$ cat config.mk
export PLATFORM = sky130hd
export DESIGN_NAME = lpif_txrx_asym_slave_link_flat
export DESIGN_NICKNAME = d
export VERILOG_FILES = /design/src/rtl/lpif_txrx_asym_slave_link_if.sv /design/src/rtl/lpif_txrx_asym_slave_link.sv /design/src/flat_wrapper.sv
export SDC_FILE = /design/constraint.sdc
export NUM_CORES = 1
export LEC_CHECK = 0
export CORE_MARGIN = 3
export CORE_UTILIZATION = 41
export DETAILED_ROUTE_END_ITERATION = 8
export PLACE_DENSITY = 0.81
export SLEW_MARGIN = 20
export SYNTH_ARGS = -nofsm -noshare
export SYNTH_HDL_FRONTEND = slang
export SYNTH_SLANG_ARGS = --single-unit
$ cat constraint.sdc
create_clock -name clk_wr -period 2.6 [get_ports clk_wr]
set_input_delay 0.52 -clock clk_wr [delete_from_list [all_inputs] [get_ports clk_wr]]
set_output_delay 0.52 -clock clk_wr [all_outputs]
set_load 0.02 [all_outputs]
$ cat src/rtl/lpif_txrx_asym_slave_link_if.sv
// LPIF logic-link slave bundle: everything between the link block and its
// user/PHY neighbours except clock and reset.
//   master : drives enables, delays, tx_data, rx_phy; observes the rest
//   slave  : the link datapath itself
interface lpif_txrx_asym_slave_link_if #(
  parameter int unsigned NUM_CH = 2,
  parameter int unsigned PHY_W  = 40,
  parameter int unsigned DATA_W = 42
);
  logic                      tx_online;
  logic                      rx_online;
  logic [15:0]               delay_x_value;
  logic [15:0]               delay_y_value;
  logic [15:0]               delay_z_value;
  logic [DATA_W-1:0]         tx_data;
  logic                      tx_ready;
  logic [NUM_CH*PHY_W-1:0]   tx_phy;
  logic [NUM_CH*PHY_W-1:0]   rx_phy;
  logic [DATA_W-1:0]         rx_data;
  logic                      rx_valid;
  logic                      tx_online_delay;
  logic                      rx_online_delay;
  logic                      rx_align_err;
  logic [31:0]               debug_status;

  modport master (
    output tx_online, rx_online, delay_x_value, delay_y_value, delay_z_value,
           tx_data, rx_phy,
    input  tx_ready, tx_phy, rx_data, rx_valid, tx_online_delay,
           rx_online_delay, rx_align_err, debug_status
  );

  modport slave (
    input  tx_online, rx_online, delay_x_value, delay_y_value, delay_z_value,
           tx_data, rx_phy,
    output tx_ready, tx_phy, rx_data, rx_valid, tx_online_delay,
           rx_online_delay, rx_align_err, debug_status
  );
endinterface

$ cat src/rtl/lpif_txrx_asym_slave_link.sv
// Generic NUM_CH x PHY_W LPIF logic-link slave datapath.
// TX: bring-up sequencer (idle / wait X / strobe+marker for Y / online) and
//     packing of tx_data into the non-STB/MRK bits of each channel word.
// RX: wait Z, then require ALIGN_CNT consecutive STB/MRK-good words before
//     going online; unpacks payload and flags strobe/marker errors.
// Ports:
//   clk_wr   - single clock, rising edge
//   rst_wr_n - asynchronous active-low reset
//   lnk      - slave modport of lpif_txrx_asym_slave_link_if
module lpif_txrx_asym_slave_link #(
  parameter int unsigned NUM_CH    = 2,
  parameter int unsigned PHY_W     = 40,
  parameter int unsigned DATA_W    = 42,
  parameter int unsigned STB_BIT   = 1,
  parameter int unsigned MRK_BIT   = 39,
  parameter int unsigned ALIGN_CNT = 4
) (
  input  logic                          clk_wr,
  input  logic                          rst_wr_n,
  lpif_txrx_asym_slave_link_if.slave    lnk
);

  localparam int unsigned BUS_W = NUM_CH * PHY_W;
  localparam int unsigned DIW   = (DATA_W > 1) ? $clog2(DATA_W) : 1;
  localparam int unsigned BIW   = (BUS_W > 1) ? $clog2(BUS_W) : 1;

  typedef enum logic [1:0] {
    T_IDLE   = 2'd0,
    T_WAIT_X = 2'd1,
    T_WAIT_Y = 2'd2,
    T_ONLINE = 2'd3
  } tx_state_e;

  typedef enum logic [1:0] {
    R_IDLE   = 2'd0,
    R_WAIT_Z = 2'd1,
    R_ALIGN  = 2'd2,
    R_ONLINE = 2'd3
  } rx_state_e;

  // STB and MRK set on every channel.
  function automatic logic [BUS_W-1:0] marks();
    logic [BUS_W-1:0] m;
    m = '0;
    for (int unsigned c = 0; c < NUM_CH; c++) begin
      m[BIW'(c*PHY_W + STB_BIT)] = 1'b1;
      m[BIW'(c*PHY_W + MRK_BIT)] = 1'b1;
    end
    return m;
  endfunction

  localparam logic [BUS_W-1:0] MARKS = marks();

  // Payload slots walk each channel in ascending bit order skipping STB/MRK,
  // channel 0 first; slots beyond DATA_W stay 0.
  function automatic logic [BUS_W-1:0] pack(input logic [DATA_W-1:0] d);
    logic [BUS_W-1:0] p;
    int unsigned      s;
    p = '0;
    s = 0;
    for (int unsigned c = 0; c < NUM_CH; c++) begin
      for (int unsigned b = 0; b < PHY_W; b++) begin
        if (b != STB_BIT && b != MRK_BIT) begin
          if (s < DATA_W) p[BIW'(c*PHY_W + b)] = d[DIW'(s)];
          s++;
        end
      end
    end
    return p;
  endfunction

  function automatic logic [DATA_W-1:0] unpack(input logic [BUS_W-1:0] p);
    logic [DATA_W-1:0] d;
    int unsigned       s;
    d = '0;
    s = 0;
    for (int unsigned c = 0; c < NUM_CH; c++) begin
      for (int unsigned b = 0; b < PHY_W; b++) begin
        if (b != STB_BIT && b != MRK_BIT) begin
          if (s < DATA_W) d[DIW'(s)] = p[BIW'(c*PHY_W + b)];
          s++;
        end
      end
    end
    return d;
  endfunction

  // ---------------------------------------------------------------- TX ----
  tx_state_e         tx_st_q;
  logic [15:0]       tx_cnt_q;
  logic [BUS_W-1:0]  tx_phy_q;
  logic              tx_ready_q;

  // Word outputs follow the state held at the sampling edge, so the first
  // STB/MRK word trails entry into T_WAIT_Y by one cycle.
  always_ff @(posedge clk_wr or negedge rst_wr_n) begin
    if (!rst_wr_n) begin
      tx_st_q    <= T_IDLE;
      tx_cnt_q   <= '0;
      tx_phy_q   <= '0;
      tx_ready_q <= 1'b0;
    end else if (!lnk.tx_online) begin
      tx_st_q    <= T_IDLE;
      tx_cnt_q   <= '0;
      tx_phy_q   <= '0;
      tx_ready_q <= 1'b0;
    end else begin
      tx_phy_q   <= '0;
      tx_ready_q <= 1'b0;
      case (tx_st_q)
        T_IDLE: begin
          tx_st_q  <= T_WAIT_X;
          tx_cnt_q <= '0;
        end
        T_WAIT_X: begin
          if (tx_cnt_q == lnk.delay_x_value) begin
            tx_st_q  <= T_WAIT_Y;
            tx_cnt_q <= '0;
          end else begin
            tx_cnt_q <= tx_cnt_q + 16'd1;
          end
        end
        T_WAIT_Y: begin
          tx_phy_q <= MARKS;
          if (tx_cnt_q == lnk.delay_y_value) begin
            tx_st_q  <= T_ONLINE;
            tx_cnt_q <= '0;
          end else begin
            tx_cnt_q <= tx_cnt_q + 16'd1;
          end
        end
        T_ONLINE: begin
          tx_phy_q   <= MARKS | pack(lnk.tx_data);
          tx_ready_q <= 1'b1;
        end
      endcase
    end
  end

  // ---------------------------------------------------------------- RX ----
  rx_state_e          rx_st_q;
  logic [15:0]        rx_cnt_q;
  logic [3:0]         good_cnt_q;
  logic [7:0]         err_cnt_q;
  logic               align_err_q;
  logic               rx_valid_q;
  logic               rx_on_dly_q;
  logic [DATA_W-1:0]  rx_data_q;
  logic               word_good;

  assign word_good = ((lnk.rx_phy & MARKS) == MARKS);

  always_ff @(posedge clk_wr or negedge rst_wr_n) begin
    if (!rst_wr_n) begin
      rx_st_q     <= R_IDLE;
      rx_cnt_q    <= '0;
      good_cnt_q  <= '0;
      err_cnt_q   <= '0;
      align_err_q <= 1'b0;
      rx_valid_q  <= 1'b0;
      rx_on_dly_q <= 1'b0;
      rx_data_q   <= '0;
    end else if (!lnk.rx_online) begin
      rx_st_q     <= R_IDLE;
      rx_cnt_q    <= '0;
      good_cnt_q  <= '0;
      err_cnt_q   <= '0;
      align_err_q <= 1'b0;
      rx_valid_q  <= 1'b0;
      rx_on_dly_q <= 1'b0;
    end else begin
      rx_valid_q  <= 1'b0;
      rx_on_dly_q <= 1'b0;
      case (rx_st_q)
        R_IDLE: begin
          rx_st_q  <= R_WAIT_Z;
          rx_cnt_q <= '0;
        end
        R_WAIT_Z: begin
          if (rx_cnt_q == lnk.delay_z_value) begin
            rx_st_q    <= R_ALIGN;
            rx_cnt_q   <= '0;
            good_cnt_q <= '0;
          end else begin
            rx_cnt_q <= rx_cnt_q + 16'd1;
          end
        end
        R_ALIGN: begin
          if (word_good) begin
            good_cnt_q <= good_cnt_q + 4'd1;
            if (good_cnt_q == 4'(ALIGN_CNT - 1)) begin
              rx_st_q     <= R_ONLINE;
              rx_on_dly_q <= 1'b1;
            end
          end else begin
            good_cnt_q <= '0;
          end
        end
        R_ONLINE: begin
          rx_on_dly_q <= 1'b1;
          if (word_good) begin
            rx_valid_q <= 1'b1;
            rx_data_q  <= unpack(lnk.rx_phy);
          end else begin
            align_err_q <= 1'b1;
            if (err_cnt_q != 8'hFF) err_cnt_q <= err_cnt_q + 8'd1;
          end
        end
      endcase
    end
  end

  assign lnk.tx_phy          = tx_phy_q;
  assign lnk.tx_ready        = tx_ready_q;
  assign lnk.tx_online_delay = tx_ready_q;
  assign lnk.rx_data         = rx_data_q;
  assign lnk.rx_valid        = rx_valid_q;
  assign lnk.rx_online_delay = rx_on_dly_q;
  assign lnk.rx_align_err    = align_err_q;
  assign lnk.debug_status    = {8'h00, err_cnt_q, 2'b00, tx_ready_q, rx_on_dly_q,
                                tx_st_q, rx_st_q, 8'h00};

endmodule

$ cat src/flat_wrapper.sv
// flat-port wrapper written by rule: the top's interface ports become plain ports
module lpif_txrx_asym_slave_link_flat 
#(
  parameter int unsigned NUM_CH    = 2,
  parameter int unsigned PHY_W     = 40,
  parameter int unsigned DATA_W    = 42,
  parameter int unsigned STB_BIT   = 1,
  parameter int unsigned MRK_BIT   = 39,
  parameter int unsigned ALIGN_CNT = 4
)
  (clk_wr, rst_wr_n, lnk_tx_online, lnk_rx_online, lnk_delay_x_value, lnk_delay_y_value, lnk_delay_z_value, lnk_tx_data, lnk_rx_phy, lnk_tx_ready, lnk_tx_phy, lnk_rx_data, lnk_rx_valid, lnk_tx_online_delay, lnk_rx_online_delay, lnk_rx_align_err, lnk_debug_status);
  lpif_txrx_asym_slave_link_if #(.NUM_CH(NUM_CH), .PHY_W(PHY_W), .DATA_W(DATA_W)) lnk_i ();
  input  logic clk_wr;
  input  logic rst_wr_n;
  input wire logic [$bits(lnk_i.tx_online)-1:0] lnk_tx_online;
  input wire logic [$bits(lnk_i.rx_online)-1:0] lnk_rx_online;
  input wire logic [$bits(lnk_i.delay_x_value)-1:0] lnk_delay_x_value;
  input wire logic [$bits(lnk_i.delay_y_value)-1:0] lnk_delay_y_value;
  input wire logic [$bits(lnk_i.delay_z_value)-1:0] lnk_delay_z_value;
  input wire logic [$bits(lnk_i.tx_data)-1:0] lnk_tx_data;
  input wire logic [$bits(lnk_i.rx_phy)-1:0] lnk_rx_phy;
  output wire logic [$bits(lnk_i.tx_ready)-1:0] lnk_tx_ready;
  output wire logic [$bits(lnk_i.tx_phy)-1:0] lnk_tx_phy;
  output wire logic [$bits(lnk_i.rx_data)-1:0] lnk_rx_data;
  output wire logic [$bits(lnk_i.rx_valid)-1:0] lnk_rx_valid;
  output wire logic [$bits(lnk_i.tx_online_delay)-1:0] lnk_tx_online_delay;
  output wire logic [$bits(lnk_i.rx_online_delay)-1:0] lnk_rx_online_delay;
  output wire logic [$bits(lnk_i.rx_align_err)-1:0] lnk_rx_align_err;
  output wire logic [$bits(lnk_i.debug_status)-1:0] lnk_debug_status;
  assign lnk_i.tx_online = lnk_tx_online;
  assign lnk_i.rx_online = lnk_rx_online;
  assign lnk_i.delay_x_value = lnk_delay_x_value;
  assign lnk_i.delay_y_value = lnk_delay_y_value;
  assign lnk_i.delay_z_value = lnk_delay_z_value;
  assign lnk_i.tx_data = lnk_tx_data;
  assign lnk_i.rx_phy = lnk_rx_phy;
  assign lnk_tx_ready = lnk_i.tx_ready;
  assign lnk_tx_phy = lnk_i.tx_phy;
  assign lnk_rx_data = lnk_i.rx_data;
  assign lnk_rx_valid = lnk_i.rx_valid;
  assign lnk_tx_online_delay = lnk_i.tx_online_delay;
  assign lnk_rx_online_delay = lnk_i.rx_online_delay;
  assign lnk_rx_align_err = lnk_i.rx_align_err;
  assign lnk_debug_status = lnk_i.debug_status;
  lpif_txrx_asym_slave_link #(.NUM_CH(NUM_CH), .PHY_W(PHY_W), .DATA_W(DATA_W), .STB_BIT(STB_BIT), .MRK_BIT(MRK_BIT), .ALIGN_CNT(ALIGN_CNT)) u_core (.clk_wr(clk_wr), .rst_wr_n(rst_wr_n), .lnk(lnk_i));
endmodule
=== Word-level counts from Yosys, hierarchy flattened ===
Cells that the tools add are included.

* Flip-flop bits (word level): 174
* Input port bits: 174
* Output and inout port bits: 159

* Add/sub/neg operators: 152
* Order comparisons: 375
* Equal/unequal tests: 24
* Mux-type cells: 1163
* Reductions and logical operators: 83

{| class="wikitable"
|+ Operators with widths
! kind !! count
|-
| 42-bit 2-to-1 mux || 297
|-
| 32-bit 2-to-1 mux || 375
|-
| 32-bit by 6-bit < comparator with 1-bit output, second input constant || 150
|-
| 32-bit by 1-bit adder with 32-bit output, second input constant || 148
|-
| 42-bit bitwise mux || 75
|-
| 6-bit by 7-bit < comparator with 1-bit output, second input constant || 150
|-
| 1-bit binary-select mux with 6-bit select || 75
|-
| 1-bit demux with 6-bit select || 75
|-
| 6-bit by 1-bit >= comparator with 1-bit output, second input constant || 75
|-
| 1-bit 2-to-1 mux || 239
|-
| 80-bit one-hot mux with 2 select lines || 1
|-
| 16-bit 2-to-1 mux || 5
|-
| 80-bit 2-to-1 mux || 1
|-
| 1-bit logical AND || 75
|-
| 16-bit == test || 3
|-
| 16-bit one-hot mux with 3 select lines || 1
|-
| 16-bit by 1-bit adder with 16-bit output, second input constant || 2
|-
| 8-bit 2-to-1 mux || 4
|-
| 16-bit one-hot mux with 2 select lines || 1
|-
| 3-bit by 2-bit inequality test with 1-bit output, second input constant || 5
|-
| 2-bit 2-to-1 mux || 7
|-
| 4-bit 2-to-1 mux || 3
|-
| 2-bit one-hot mux with 3 select lines || 2
|-
| 3-bit AND reduction || 3
|-
| 16 further kinds || 25
|}

=== Longest topological paths before layout ===
Gate-level depths: netlist of the first run.

* Word-level depth: 380
* Gate-level depth with buffers: 8
* Depth with buffers taken out: 7

=== Worst setup path before layout of the first run ===
No wires, ideal clock.

* Kind: reg2reg
* Start point: register u_core.tx_st_q[1]
* End point: register u_core.tx_cnt_q[12]
* Setup time: 0.143 ns
* Data arrival time: 1.968 ns
* Data required time: 2.457 ns
* Slack: 0.490 ns
* Stages on the path, launching flop included: 9
* Buffers on the path: 1
* Clock period less this slack: 2.110 ns
* Cells stage by stage: dfrtp_1 -> inv_1 -> ha_1 -> or4b_1 -> clkbuf_2 -> nand3_1 -> nor3_1 -> xnor2_1 -> a21oi_2

* Cells in the longest elaborated chain, start to end: 3
* Elaborated cells between the ends (all ways): 6

{| class="wikitable"
|+ RTL lines
! element !! line !! source
|-
| start: declaration || lpif_txrx_asym_slave_link.sv:89 || <nowiki>tx_state_e tx_st_q;</nowiki>
|-
| start signal: assignment || lpif_txrx_asym_slave_link.sv:98 || <nowiki>tx_st_q <= T_IDLE;</nowiki>
|-
| start signal: assignment || lpif_txrx_asym_slave_link.sv:103 || <nowiki>tx_st_q <= T_IDLE;</nowiki>
|-
| start signal: assignment || lpif_txrx_asym_slave_link.sv:112 || <nowiki>tx_st_q <= T_WAIT_X;</nowiki>
|-
| 2-bit == test, or another cell as far along || lpif_txrx_asym_slave_link.sv:110 || <nowiki>case (tx_st_q)</nowiki>
|-
| 16-bit one-hot mux with 3 select lines || lpif_txrx_asym_slave_link.sv:110 ||
|-
| 16-bit 2-to-1 mux || lpif_txrx_asym_slave_link.sv:102 || <nowiki>end else if (!lnk.tx_online) begin</nowiki>
|-
| end signal: assignment || lpif_txrx_asym_slave_link.sv:120 || <nowiki>tx_cnt_q <= tx_cnt_q + 16'd1;</nowiki>
|-
| end signal: assignment || lpif_txrx_asym_slave_link.sv:129 || <nowiki>tx_cnt_q <= tx_cnt_q + 16'd1;</nowiki>
|-
| end: declaration || lpif_txrx_asym_slave_link.sv:90 || <nowiki>logic [15:0] tx_cnt_q;</nowiki>
|}

Several ways; a longest one is shown, not always the timed one.
A chain may end at the register's enable or synchronous reset.

=== Worst setup path in the final report of the first run ===
Ends and elaborated chain as after synthesis.

==> run_results.csv, run 1 <==
group,metric,value,unit
setup_path,cp_slowest_cell,"or4b_1",
logic_synthesis,synth_edf_count,0,
layout,num-fill-cells,1329,
setup_path,required,2890,ps
drt,wl_per_cell,15.33,µm
timing,hold_viol,0,
timing,final.min_clock_period,2215,ps
timing,fmax,451.5,MHz
timing,fin_setup_tns,0,ps
drt,final_antenna_net_count,0,
pwr,peakVddDrop,459.8,µV
clock_tree,numCtsBuffers,17,
grt,grt-ovfl-total,0,
grt,antenna_found_initial,0,
logic_synthesis,synth-main-ff-cell,"dfrtp_1",
layout,regArea,3428,µm²
timing,period_share,85.18,%
status,run_status,"completed",
clock_tree,clk_pin_slew,60,ps
grt,grt_pass1_vias,5090,
setup_path,crit_fanout,5,
layout,num-nets-final,1023,
setup_path,crit_path_max_incr_delay,640,ps
pwr,leakagePower,4.458,nW
layout,fin_util,61.61,%
floorplanning,coreArea,16060,µm²
logic_synthesis,async_reset_ff_share,100.0,%
timing,clock_skew,6.726,ps
clock_tree,root_buffer,"clkbuf_16",
pwr,power_density,673.1,nW/µm²
setup_path,endpoint_kind,"register",
flow_run,cap_violations,0,
clock_tree,hold_buffers,0,
clock_tree,clock-sinks,137,
clock_tree,cts_tree,"done",
clock_tree,cts_max_path_buffers,2,
setup_path,crit_chain,"inv_1, ha_1, or4b_1, nand3_1, nor3_1, xnor2_1, a21oi_2",
drt,drt-pass1-iter-count,4,
logic_synthesis,yosysUniqueCellTypes,54,
setup_path,worstPathArrival,2510,ps
logic_synthesis,seq_area_frac_synth,50.24,%
floorplanning,initial_core_util,42.50,%
drt,vias,5025,
drt,viasPerCell,4.714,
layout,multi_input_area,2932,µm²
min_path,hold_class,"input pin to async pin",
floorplanning,die_h,135.0,µm
layout,drive_above_1_share,13.06,%
logic_synthesis,synth-seq-cells,137,
layout,diodes,0,
timing,setup_viol,0,
timing,relSlewSlack,58.97,%
drt,drt-total-wl,16340,µm
timing,worstMarginPinSlew,615.4,ps
clock_tree,cts_resized,0,
logic_synthesis,netlist_instances,593,
setup_path,start_kind,"register",
place,hpwl,12590,µm
grt,track_usage,17.63,%
layout,syn_to_final_growth,44.98,%
timing,holdWs,61.07,ps
setup_path,cp_top_family,"simple AND/OR/NAND/NOR gates",
place,numPortBuffers,246,
place,globalplace.congestion,0.8259,
clock_tree,postCtsSetupBuffers,0,
drt,drt_iter0_drc,259,
setup_path,critPathKind,"register to register",
clock_tree,htree_levels,4,
logic_synthesis,syn-cell-area,6824,µm²
floorplanning,pin_count,333,
logic_synthesis,syn_avg_cell_area,11.51,µm²
grt,grt_pass1_wl,25390,µm
timing,maxSlewViolCount,0,
grt,grt_max_degree,54,
clock_tree,clk_latency,410,ps
logic_synthesis,yosysWarnings,0,
drt,drc,0,
floorplanning,rows,46,
timing,rsz0062_at_grt,"no",
floorplanning,die_x,135.0,µm
floorplanning,dieArea,18230,µm²
setup_path,crit_buf_inv,1,
## final timing paths
kind / to / cells after the start / start / slack, ps
worst min register to register: u_core.lnk.rx_data[12] / 1 / u_core.lnk.rx_data[12] / 500
worst min-delay path: u_core.rx_cnt_q[8] / 1 / rst_wr_n / 60
min in group clk_wr: u_core.lnk.rx_data[12] / 1 / u_core.lnk.rx_data[12] / 500
worst max-delay path: u_core.tx_cnt_q[12] / 7 / u_core.tx_st_q[1] / 390
max in group asynchronous: u_core.tx_cnt_q[11] / 2 / rst_wr_n / 1910
worst max register to register: u_core.tx_cnt_q[12] / 7 / u_core.tx_st_q[1] / 390
## registers in the layout, summed over array words and instances (netlist names)
signal and count:
u_core.err_cnt_q 8, u_core.lnk.rx_data 42, u_core.tx_st_q 2, u_core.rx_st_q 2, u_core.lnk.rx_align_err 1, u_core.tx_cnt_q 16
u_core.good_cnt_q 4, u_core.lnk.rx_online_delay 1, u_core.rx_cnt_q 16, u_core.lnk.tx_online_delay 1, u_core.lnk.tx_phy 43, u_core.lnk.rx_valid 1
## report_power, final
| part | switching, mW | internal [mW] | total [mW] |
|---|---|---|---|
| clock network | 0.953 | 1.43 | 2.38 |
| logic | 0.922 | 0.878 | 1.80 |
| registers | 0.145 | 2.33 | 2.48 |
## layout by cell type, fill, tap and decap left out, drive strengths merged, types with 11 or more instances in the layout
| cell | instances |
|---|---|
| a21oi | 12 |
| and3 | 49 |
| buf | 15 |
| clkbuf | 17 |
| clkdlybuf4s50 | 245 |
| conb | 52 |
| dfrtp | 137 |
| ha | 12 |
| inv | 23 |
| mux2 | 43 |
| nand2 | 13 |
| nand3 | 13 |
| nand4 | 18 |
| nor2 | 35 |
| nor3 | 11 |
| xnor2 | 53 |
| xor2 | 23 |
## synthesized netlist by cell type (4+ instances only)
cell type	n	area share, %
and2_1	6	0.55
and3_1	49	4.5
nor2_1	35	1.9
clkbuf_1	15	0.83
nor4_1	5	0.46
nand2_1	13	0.72
nand2b_1	7	0.64
xor2_1	23	3.0
inv_1	18	0.99
nor3_1	11	0.81
nand3_1	13	0.95
a21oi_2	9	1.2
buf_2	6	0.44
and4_1	4	0.51
buf_4	59	6.5
mux2_2	43	7.1
ha_1	12	2.2
xnor2_1	51	6.5
mux2i_1	6	0.88
nand4_1	17	1.6
dfrtp_1	137	50
## worst register-to-register path: cells and delay by family (launching register included)
| family | cells | cell delay (ps) |
|---|---|---|
| compound gates | 1 | 40 |
| buf+inv | 1 | 110 |
| xor+xnor | 1 | 200 |
| simple gates | 3 | 1010 |
| flops | 1 | 440 |
| fa+ha+maj | 1 | 290 |
## routing by layer
metal	wire [µm]	global-route usage, %	share of wire [%]	vias up
met2	8450	31.02	52	178
met4	199	5.655	1.2	0
met5	0	0	0	-
met3	1358	6.036	8.3	17
li1	-	-	-	2409
met1	6330	20.20	39	2421
## layout make-up
cell class,count,area share (%)
tap,216,2.732
clock inverter,15,1.657
multi-input combinational,403,29.63
clock buffer,17,4.300
inverter,18,0.6829
sequential,137,34.65
timing repair buffer,260,26.34
## stage by stage
stage	std cells	total power, mW	setup slack (ps)	area, µm²
floorplan	644	3.537	489.7	7015
finish	1066	6.659	385.3	9893
detailed placement	1034	4.321	92.28	9301
global placement	1034	4.278	143.5	9301
global route	1066	6.990	293.3	9893
CTS	1066	6.738	407.8	9891
## logic make-up after synthesis
logic type,after synthesis,share of synthesized area [%]
muxes,50,8.306
xor gates and xnor gates,76,9.974
DFF,137,50.24
and+or+nand+nor,172,14.04
AOI/OAI and AO/OA,41,5.519
other,1,0.05495
buffers and inverters,104,9.662
adders and majority gates,12,2.200
Note: power is estimated with default switching activity, not from simulation.
==> run 2, diff against run 1 <==
--- a/config.mk
+++ b/config.mk
@@ -8,8 +8,9 @@
 export CORE_MARGIN = 3
 export CORE_UTILIZATION = 41
 export DETAILED_ROUTE_END_ITERATION = 8
+export MAX_ROUTING_LAYER = met4
 export PLACE_DENSITY = 0.81
-export SLEW_MARGIN = 20
+export SLEW_MARGIN = 10
 export SYNTH_ARGS = -nofsm -noshare
 export SYNTH_HDL_FRONTEND = slang
 export SYNTH_SLANG_ARGS = --single-unit
==> run 2 against run 1 <==
Effect of this change:
- via count increased by 0.48%
- count of clock-buffer cells in the layout is the same
- fmax grew 0.52%
- sequential power about the same
- critical endpoint unchanged
- global-route usage increased by 0.50 points
- critical path type unchanged
- clock power is essentially flat
- largest cell class unchanged
- design area about the same
- worst hold slack worse by 10 ps
- clock skew grew 0.63 ps
- die area stayed put
==> run_results.csv, run 2 (synthesis gave the netlist of run 1 again) <==
group,metric,value,unit
status,run_status,"completed",
timing,clock_skew,7.353,ps
layout,multi_input_area,2929,µm²
pwr,power_density,673.1,nW/µm²
floorplanning,initial_core_util,42.50,%
grt,grt-ovfl-total,0,
setup_path,crit_path_max_incr_delay,640,ps
setup_path,critPathKind,"register to register",
pwr,p_total,6.658,mW
floorplanning,rows,46,
place,globalplace.congestion,0.8384,
clock_tree,clock-sinks,137,
layout,num-nets-final,1023,
setup_path,cp_slowest_cell,"or4b_1",
grt,grt_pass1_wl,25300,µm
floorplanning,coreArea,16060,µm²
setup_path,required,2890,ps
layout,regArea,3428,µm²
setup_path,endpoint_kind,"register",
clock_tree,htree_levels,4,
setup_path,start_kind,"register",
layout,syn_to_final_growth,44.94,%
flow_run,cap_violations,0,
clock_tree,clk_latency,410,ps
timing,worstMarginPinSlew,1154,ps
grt,antenna_found_initial,0,
timing,period_share,84.74,%
grt,track_usage,18.12,%
setup_path,cp-startpoint,"u_core.tx_st_q[1]",
drt,drt-total-wl,16340,µm
setup_path,crit_fanout,5,
timing,maxSlewViolCount,0,
drt,drt-pass1-iter-count,4,
place,numPortBuffers,246,
clock_tree,cts_tree,"done",
layout,diodes,0,
clock_tree,cts_resized,0,
floorplanning,pin_count,333,
setup_path,ff2ff_path_depth,7,
timing,final.min_clock_period,2203,ps
setup_path,reg2reg_slack,400,ps
floorplanning,die_x,135.0,µm
drt,vias,5049,
setup_path,timing.rr.end,"u_core.tx_cnt_q[12]",
clock_tree,numCtsBuffers,17,
timing,fin_setup_tns,0,ps
pwr,leakagePower,4.460,nW
clock_tree,hold_buffers,0,
grt,grt_pass1_vias,5092,
floorplanning,die_h,135.0,µm
timing,setup_viol,0,
timing,relSlewSlack,23.09,%
layout,layout_common_cells,"245 x clkdlybuf4s50_1, 137 x dfrtp_1, 52 x conb_1",
min_path,hold_class,"input pin to async pin",
grt,grt_max_degree,54,
place,hpwl,12590,µm
setup_path,crit_chain,"inv_1, ha_1, or4b_1, nand3_1, nor3_1, xnor2_1, a21oi_2",
setup_path,worstPathArrival,2490,ps
pwr,peakVddDrop,457.2,µV
drt,drt_iter0_drc,228,
clock_tree,root_buffer,"clkbuf_16",
drt,final_antenna_net_count,0,
clock_tree,clk_pin_slew,60,ps
drt,wl_per_cell,15.33,µm
layout,num-fill-cells,1328,
timing,rsz0062_at_grt,"no",
layout,final_common_cell,"clkdlybuf4s50_1",
timing,hold_viol,0,
timing,fmax,453.9,MHz
layout,drive_above_1_share,12.94,%
floorplanning,dieArea,18230,µm²
drt,viasPerCell,4.736,
drt,drc,0,
clock_tree,cts_max_path_buffers,2,
clock_tree,postCtsSetupBuffers,0,
setup_path,setup.worst_path.end,"u_core.tx_cnt_q[12]",
layout,largest_reg_flops,43,
setup_path,r2r_start,"u_core.tx_st_q[1]",
run 2: worst min-delay path by stage:
stage	end	slack, ps	cells past startpoint	start
after floorplan	u_core.err_cnt_q[0]	220	0	rst_wr_n
final	u_core.rx_cnt_q[8]	50	1	rst_wr_n
after global routing	u_core.rx_cnt_q[13]	70	1	rst_wr_n
after global placement	u_core.lnk.rx_align_err	480	2	u_core.lnk.rx_align_err
after CTS	u_core.rx_cnt_q[8]	70	1	rst_wr_n
after detailed placement	u_core.lnk.rx_data[17]	490	1	u_core.lnk.rx_data[17]
run 2: cell type report:
class,instances,area share (%)
Sequential cell,137,34.66
Multi-Input combinational cell,403,29.61
Timing Repair Buffer,260,26.35
Clock buffer,17,4.301
Tap cell,216,2.732
Clock inverter,15,1.657
Inverter,18,0.6831
run 2: worst max-delay path: cells and delay by family, from the launching register on:
| kind | cells | cell delay (ps) |
|---|---|---|
| simple gates | 3 | 1010 |
| flops | 1 | 430 |
| fa+ha+maj | 1 | 280 |
| xor+xnor | 1 | 200 |
| buf+inv | 1 | 110 |
| compound gates | 1 | 40 |
run 2: power breakdown:
part	internal, mW	switching (mW)
combinational	0.877	0.922
sequential	2.33	0.145
clock	1.43	0.953
total	4.64	2.02
run 2: metal layers:
layer | share of wire (%) | track usage [%]
met2 | 52 | 31.02
met3 | 7.2 | 4.955
met5 | 0 | -
met1 | 40 | 21.04
met4 | 0.89 | 5.151
run 2: per-stage QoR:
step | util, % | std cells | instance area [µm²] | worst slack, ps | hold slack, ps
6_report | 61.59 | 1066 | 9891 | 396.7 | 50.71
4_1_cts | 61.59 | 1066 | 9891 | 407.8 | 67.40
3_3_place_gp | 57.92 | 1034 | 9301 | 143.5 | 479.6
3_5_place_dp | 57.92 | 1034 | 9301 | 92.28 | 494.9
2_1_floorplan | - | 644 | 7015 | 489.7 | 224.4
5_1_grt | 61.59 | 1066 | 9891 | 297.3 | 71.26
